`config.mk`:
```
export PLATFORM = sky130hd
export DESIGN_NAME = arp_reply_tx
export DESIGN_NICKNAME = d
export VERILOG_FILES = /design/src/rtl/arp_reply_tx.sv
export SDC_FILE = /design/constraint.sdc
export NUM_CORES = 1
export LEC_CHECK = 0
export CORE_MARGIN = 4
export CORE_UTILIZATION = 45
export DETAILED_ROUTE_END_ITERATION = 12
export PLACE_DENSITY = 0.66
export REMOVE_ABC_BUFFERS = 1
export SLEW_MARGIN = 5
export SYNTH_ARGS = -nofsm -noshare
export SYNTH_HDL_FRONTEND = slang
export SYNTH_SLANG_ARGS = --single-unit
```
`constraint.sdc`:
```
create_clock -name clk50 -period 3.33 [get_ports clk50]
set_input_delay 0.666 -clock clk50 [delete_from_list [all_inputs] [get_ports clk50]]
set_output_delay 0.666 -clock clk50 [all_outputs]
set_load 0.005 [all_outputs]
```
`src/rtl/arp_reply_tx.sv`:
```
// Builds an Ethernet ARP reply and streams it byte by byte to the MAC TX interface.
// Define ARP_TX_FCS_EN to append the CRC-32 FCS (bytes 60-63) inside this block.
module arp_reply_tx #(
  parameter logic [47:0] MY_MAC     = 48'h02_00_00_00_00_01,
  parameter logic [31:0] MY_IP      = 32'hC0A8_010A,
  parameter int unsigned IFG_CYCLES = 12
) (
  input  logic        clk50,
  input  logic        rst_n,
  input  logic        send_arp_reply,
  input  logic [47:0] req_dst_mac,
  input  logic [31:0] req_dst_ip,
  output logic [7:0]  tx_data,
  output logic        tx_valid,
  output logic        tx_last,
  input  logic        tx_ready,
  output logic        busy,
  output logic        req_dropped,
  output logic [15:0] frames_sent
);

  localparam logic [1:0] ST_IDLE = 2'd0;
  localparam logic [1:0] ST_SEND = 2'd1;
  localparam logic [1:0] ST_IFG  = 2'd2;

  localparam int unsigned IDX_W = 6;
  localparam int unsigned IFG_W = (IFG_CYCLES > 1) ? $clog2(IFG_CYCLES) : 1;
  localparam logic [IFG_W-1:0] IFG_END = IFG_W'(IFG_CYCLES - 1);
`ifdef ARP_TX_FCS_EN
  localparam logic [IDX_W-1:0] LAST_IDX = 6'd63;
`else
  localparam logic [IDX_W-1:0] LAST_IDX = 6'd59;
`endif

  function automatic logic [7:0] byte_of48(input logic [47:0] v, input logic [IDX_W-1:0] k);
    logic [47:0] s;
    s = v << {k, 3'b000};
    return s[47:40];
  endfunction

  function automatic logic [7:0] byte_of32(input logic [31:0] v, input logic [IDX_W-1:0] k);
    logic [31:0] s;
    s = v << {k, 3'b000};
    return s[31:24];
  endfunction

  // Frame content for bytes 0-59; multi-byte fields go out MSB first.
  function automatic logic [7:0] frame_byte(input logic [IDX_W-1:0] i,
                                            input logic [47:0] mac, input logic [31:0] ip);
    logic [7:0] b;
    b = 8'h00;
    if (i < 6'd6)       b = byte_of48(mac, i);
    else if (i < 6'd12) b = byte_of48(MY_MAC, i - 6'd6);
    else if (i < 6'd22) begin
      case (i)
        6'd12, 6'd16: b = 8'h08;
        6'd13, 6'd18: b = 8'h06;
        6'd15:        b = 8'h01;
        6'd19:        b = 8'h04;
        6'd21:        b = 8'h02;
        default:      b = 8'h00;
      endcase
    end
    else if (i < 6'd28) b = byte_of48(MY_MAC, i - 6'd22);
    else if (i < 6'd32) b = byte_of32(MY_IP, i - 6'd28);
    else if (i < 6'd38) b = byte_of48(mac, i - 6'd32);
    else if (i < 6'd42) b = byte_of32(ip, i - 6'd38);
    return b;
  endfunction

`ifdef ARP_TX_FCS_EN
  function automatic logic [31:0] crc_byte(input logic [31:0] c, input logic [7:0] d);
    logic [31:0] r;
    r = c ^ {24'h0, d};
    for (int b = 0; b < 8; b++) r = r[0] ? ((r >> 1) ^ 32'hEDB8_8320) : (r >> 1);
    return r;
  endfunction

  logic [31:0] crc, crc_nxt, crc_upd, fcs;
`endif

  logic [1:0]       state, state_nxt;
  logic [IDX_W-1:0] idx, idx_nxt, idx_inc;
  logic [47:0]      act_mac, act_mac_nxt, pend_mac, pend_mac_nxt;
  logic [31:0]      act_ip, act_ip_nxt, pend_ip, pend_ip_nxt;
  logic             pend_full, pend_full_nxt;
  logic [IFG_W-1:0] ifg_cnt, ifg_cnt_nxt;
  logic [7:0]       data_nxt, next_byte;
  logic             valid_nxt, last_nxt, busy_nxt, dropped_nxt;
  logic [15:0]      frames_nxt;

  // Next-state and next-output logic.
  always_comb begin
    state_nxt     = state;
    idx_nxt       = idx;
    act_mac_nxt   = act_mac;
    act_ip_nxt    = act_ip;
    pend_mac_nxt  = pend_mac;
    pend_ip_nxt   = pend_ip;
    pend_full_nxt = pend_full;
    ifg_cnt_nxt   = ifg_cnt;
    data_nxt      = tx_data;
    valid_nxt     = tx_valid;
    last_nxt      = tx_last;
    busy_nxt      = busy;
    dropped_nxt   = 1'b0;
    frames_nxt    = frames_sent;
    idx_inc       = idx + 6'd1;
    next_byte     = frame_byte(idx_inc, act_mac, act_ip);
`ifdef ARP_TX_FCS_EN
    crc_nxt = crc;
    crc_upd = crc_byte(crc, tx_data);
    // Byte 59's contribution is not yet in crc when byte 60 is prepared.
    fcs     = ~((idx == 6'd59) ? crc_upd : crc);
    if (idx_inc >= 6'd60) next_byte = 8'(fcs >> {idx_inc[1:0], 3'b000});
`endif

    if (send_arp_reply && (state != ST_IDLE)) begin
      if (pend_full) begin
        dropped_nxt = 1'b1;
      end else begin
        pend_mac_nxt  = req_dst_mac;
        pend_ip_nxt   = req_dst_ip;
        pend_full_nxt = 1'b1;
      end
    end

    case (state)
      ST_IDLE: begin
        busy_nxt = 1'b0;
        if (send_arp_reply) begin
          act_mac_nxt = req_dst_mac;
          act_ip_nxt  = req_dst_ip;
          idx_nxt     = '0;
          state_nxt   = ST_SEND;
`ifdef ARP_TX_FCS_EN
          crc_nxt = 32'hFFFF_FFFF;
`endif
        end
      end
      ST_SEND: begin
        if (!tx_valid) begin
          valid_nxt = 1'b1;
          busy_nxt  = 1'b1;
          last_nxt  = 1'b0;
          data_nxt  = frame_byte('0, act_mac, act_ip);
        end else if (tx_ready) begin
`ifdef ARP_TX_FCS_EN
          if (idx < 6'd60) crc_nxt = crc_upd;
`endif
          if (tx_last) begin
            state_nxt   = ST_IFG;
            ifg_cnt_nxt = '0;
            valid_nxt   = 1'b0;
            last_nxt    = 1'b0;
            data_nxt    = 8'h00;
            frames_nxt  = frames_sent + 16'd1;
          end else begin
            idx_nxt  = idx_inc;
            data_nxt = next_byte;
            last_nxt = (idx_inc == LAST_IDX);
          end
        end
      end
      ST_IFG: begin
        if (ifg_cnt == IFG_END) begin
          if (pend_full || send_arp_reply) begin
            // Queued (or same-cycle) request goes straight out, skipping IDLE.
            state_nxt = ST_SEND;
            idx_nxt   = '0;
            valid_nxt = 1'b1;
            last_nxt  = 1'b0;
`ifdef ARP_TX_FCS_EN
            crc_nxt = 32'hFFFF_FFFF;
`endif
            if (pend_full) begin
              act_mac_nxt   = pend_mac;
              act_ip_nxt    = pend_ip;
              data_nxt      = frame_byte('0, pend_mac, pend_ip);
              dropped_nxt   = 1'b0;
              pend_full_nxt = send_arp_reply;
              if (send_arp_reply) begin
                pend_mac_nxt = req_dst_mac;
                pend_ip_nxt  = req_dst_ip;
              end
            end else begin
              act_mac_nxt   = req_dst_mac;
              act_ip_nxt    = req_dst_ip;
              data_nxt      = frame_byte('0, req_dst_mac, req_dst_ip);
              pend_full_nxt = 1'b0;
            end
          end else begin
            state_nxt = ST_IDLE;
            busy_nxt  = 1'b0;
          end
        end else begin
          ifg_cnt_nxt = ifg_cnt + IFG_W'(1);
        end
      end
      default: state_nxt = ST_IDLE;
    endcase
  end

  always_ff @(posedge clk50) begin
    if (!rst_n) begin
      state       <= ST_IDLE;
      idx         <= '0;
      act_mac     <= '0;
      act_ip      <= '0;
      pend_mac    <= '0;
      pend_ip     <= '0;
      pend_full   <= 1'b0;
      ifg_cnt     <= '0;
      tx_data     <= 8'h00;
      tx_valid    <= 1'b0;
      tx_last     <= 1'b0;
      busy        <= 1'b0;
      req_dropped <= 1'b0;
      frames_sent <= 16'd0;
`ifdef ARP_TX_FCS_EN
      crc         <= 32'hFFFF_FFFF;
`endif
    end else begin
      state       <= state_nxt;
      idx         <= idx_nxt;
      act_mac     <= act_mac_nxt;
      act_ip      <= act_ip_nxt;
      pend_mac    <= pend_mac_nxt;
      pend_ip     <= pend_ip_nxt;
      pend_full   <= pend_full_nxt;
      ifg_cnt     <= ifg_cnt_nxt;
      tx_data     <= data_nxt;
      tx_valid    <= valid_nxt;
      tx_last     <= last_nxt;
      busy        <= busy_nxt;
      req_dropped <= dropped_nxt;
      frames_sent <= frames_nxt;
`ifdef ARP_TX_FCS_EN
      crc         <= crc_nxt;
`endif
    end
  end

endmodule

```
==> metrics.txt <==
antenna cells=0; layout net count=1,377; Clock Skew=0.00660 ns; area of the mapped netlist=9570 um^2; gr usage total=0.221; Residual DRC=0; required time worst endpoint=3.73 ns; FFs w/ async S/R, synth=0; Post-synth EDFFs=0; Seq/Total Area, Yosys=0.420; TritonCTS clock tree=yes; # Max-Cap Violations=0; gpl congestion=0.976; synth top area cells=dfxtp_1, nand2_1, a311oi_1; status=finished, final reports clean; leak pwr=4.13 nW; total CTS buffers=23; largest net degree at the start of global routing=81; PnR worst setup slack=0.249 ns; Clock Sinks=201; cell row count=53; RSZ-0062 raised after global routing=false; Top FF cell, synth=dfxtp_1; area delta synth->final=22.4%; layout cells sized above 1=0.0813; first-pass GRT wire length=43.7 mm; Final TNS setup=0 ns; grt ovf=0; Die Footprint=23,700 um^2; Placed Area=11,000 um^2; dominant cell type by area after synthesis=dfxtp_1; Final Hold Viols=0; Tcrit/Tclk final=0.925; Core Box Area=21,000 um^2; Commonest cells post-synth=nand2_1, dfxtp_1, a21oi_1; antenna-violating nets left=0; Tightest Pin Transition=0.634 ns; count of different cell masters after synthesis=58; H-Tree Depth=1; yosys warns=0; Post-CTS Setup Bufs=0; Max Freq=325 MHz; type of the worst min-delay path=register to register; initial core utilization=0.457; Setup CP Type=register to register; I/O pin cnt=112; most common cell in the netlist=nand2_1; vias post-DR=8,840; Final min period=3.08 ns; Final HPWL DP=17.4 mm; Chip Width=154 um; setup violators final=0; Clock Latency Late Sink=0.50 ns; port bufs=111; drt pass-1 iters=6; initial antenna violation count=0; crit path capture type=register; root buffer cell=clkbuf_16; crit-path max FO=9; Startpoint Class=register; Worst-path clk slew=0.06 ns; vias per inst=5.64; worst vdd ir=0.323 mV; Cell Pwr Density=595 nW/um^2; Slew Viols, Final=0; worst relative slew slack=0.577; Core Util, Final=0.559; Crit path arrival time=3.48 ns; Die Ht=154 um; Syn Area/Cell=7.90 um^2; flops & latches, synth=201; vias in the first global route=8,269; cell area after layout=11,700 um^2; Routed WL=27.2 mm; post-synth top area share=0.420; total power draw=6.97 mW; r2r setup slk=0.25 ns; cells after synthesis=1,211; post-DR wirelength/cell=17.3 um; worst slack at placement=0.248 ns; CTS Buffer Depth=3; Starting DRT DRC Count=592
==> worst paths after layout <==
check,from,to,cells past startpoint
worst min register to register,pend_ip[26],pend_ip[26],2
worst max register to register,idx[1],tx_data[5],11
worst min-delay path,pend_ip[26],pend_ip[26],2
worst max-delay path,idx[1],tx_data[5],11
==> critical path: stages, from the launching register on <==
cell	delay [ns]
dfxtp_1	0.44
ha_1	0.27
xor2_1	0.21
buf_4	0.17
ha_1	0.16
xnor2_1	0.14
xnor2_1	0.17
nand2b_1	0.12
and4b_2	0.41
a21oi_1	0.09
or4_1	0.51
a311oi_1	0.28
==> state kept, by name, summed over array words and instances (netlist names) <==
signal,count
act_ip,32
act_mac,48
busy,1
frames_sent,16
idx,6
ifg_cnt,4
pend_full,1
pend_ip,32
pend_mac,48
req_dropped,1
state,2
tx_data,8
tx_last,1
tx_valid,1
==> per-layer routing <==
layer	track usage	vias up	part of all wire
met4	0.0505	0	0.016
met5	0	-	0
met1	0.300	4160	0.45
met3	0.0397	37	0.058
met2	0.368	240	0.48
li1	-	4403	-
==> logic make-up (layout without fill, tap and decap cells) <==
family	after synthesis	after routing	share of synthesized area
AND/OR/NAND/NOR	544	544	0.243
AO/OA/AOI/OAI	267	267	0.181
flip-flops	201	201	0.420
buffers and inverters	120	200	0.0495
multiplexers	42	42	0.0642
XOR/XNOR	21	21	0.0212
adder cells (fa/ha/maj)	16	16	0.0209
==> per-stage QoR <==
step	instances	hold slack, ns
final	1566	0.453
after global routing	1566	0.470
after detailed placement	1527	0.446
after CTS	1566	0.454
after floorplan	1104	0.436
after global placement	1527	0.442
==> power by group <==
part           switching, mW  internal (mW)
combinational          0.969          0.661
sequential             0.175           2.70
clock                  0.983           1.48
total                   2.13           4.85
==> cell usage in the layout, fill, tap and decap left out, types with 4 or more instances in the layout <==
master,synthesis,final
o211ai_1,5,5
a211oi_1,6,6
inv_1,10,10
ha_1,16,15
nor3_1,17,17
buf_4,1,31
mux4_2,15,15
mux2i_1,25,25
clkbuf_1,92,5
nor2_1,109,109
clkdlybuf4s50_1,0,111
nor3b_1,4,4
a311oi_1,79,79
o21ai_0,22,22
or4_1,4,4
clkinv_2,0,5
dfxtp_1,201,199
xor2_1,12,12
clkbuf_16,0,23
nand3_1,91,91
and3_1,4,4
buf_12,0,6
xnor2_1,8,8
nand2_1,282,280
nand4_1,9,9
or3_1,5,5
a21oi_1,134,134
==> repair_timing <==
item,4_1_cts,5_1_grt
gates resized for setup,0,1
hold buffers,0,0
endpoints found under the setup margin,0,2
==> cell type report <==
class,instances,area (um^2)
clock buffer,31,636
clock inverter,8,92.6
fill,2008,9240
inverter,13,53.8
multi-input combinational,890,5100
sequential,201,4030
tap,275,344
timing repair buffer,148,1460
No activity file was read; power rests on OpenSTA's default activity.
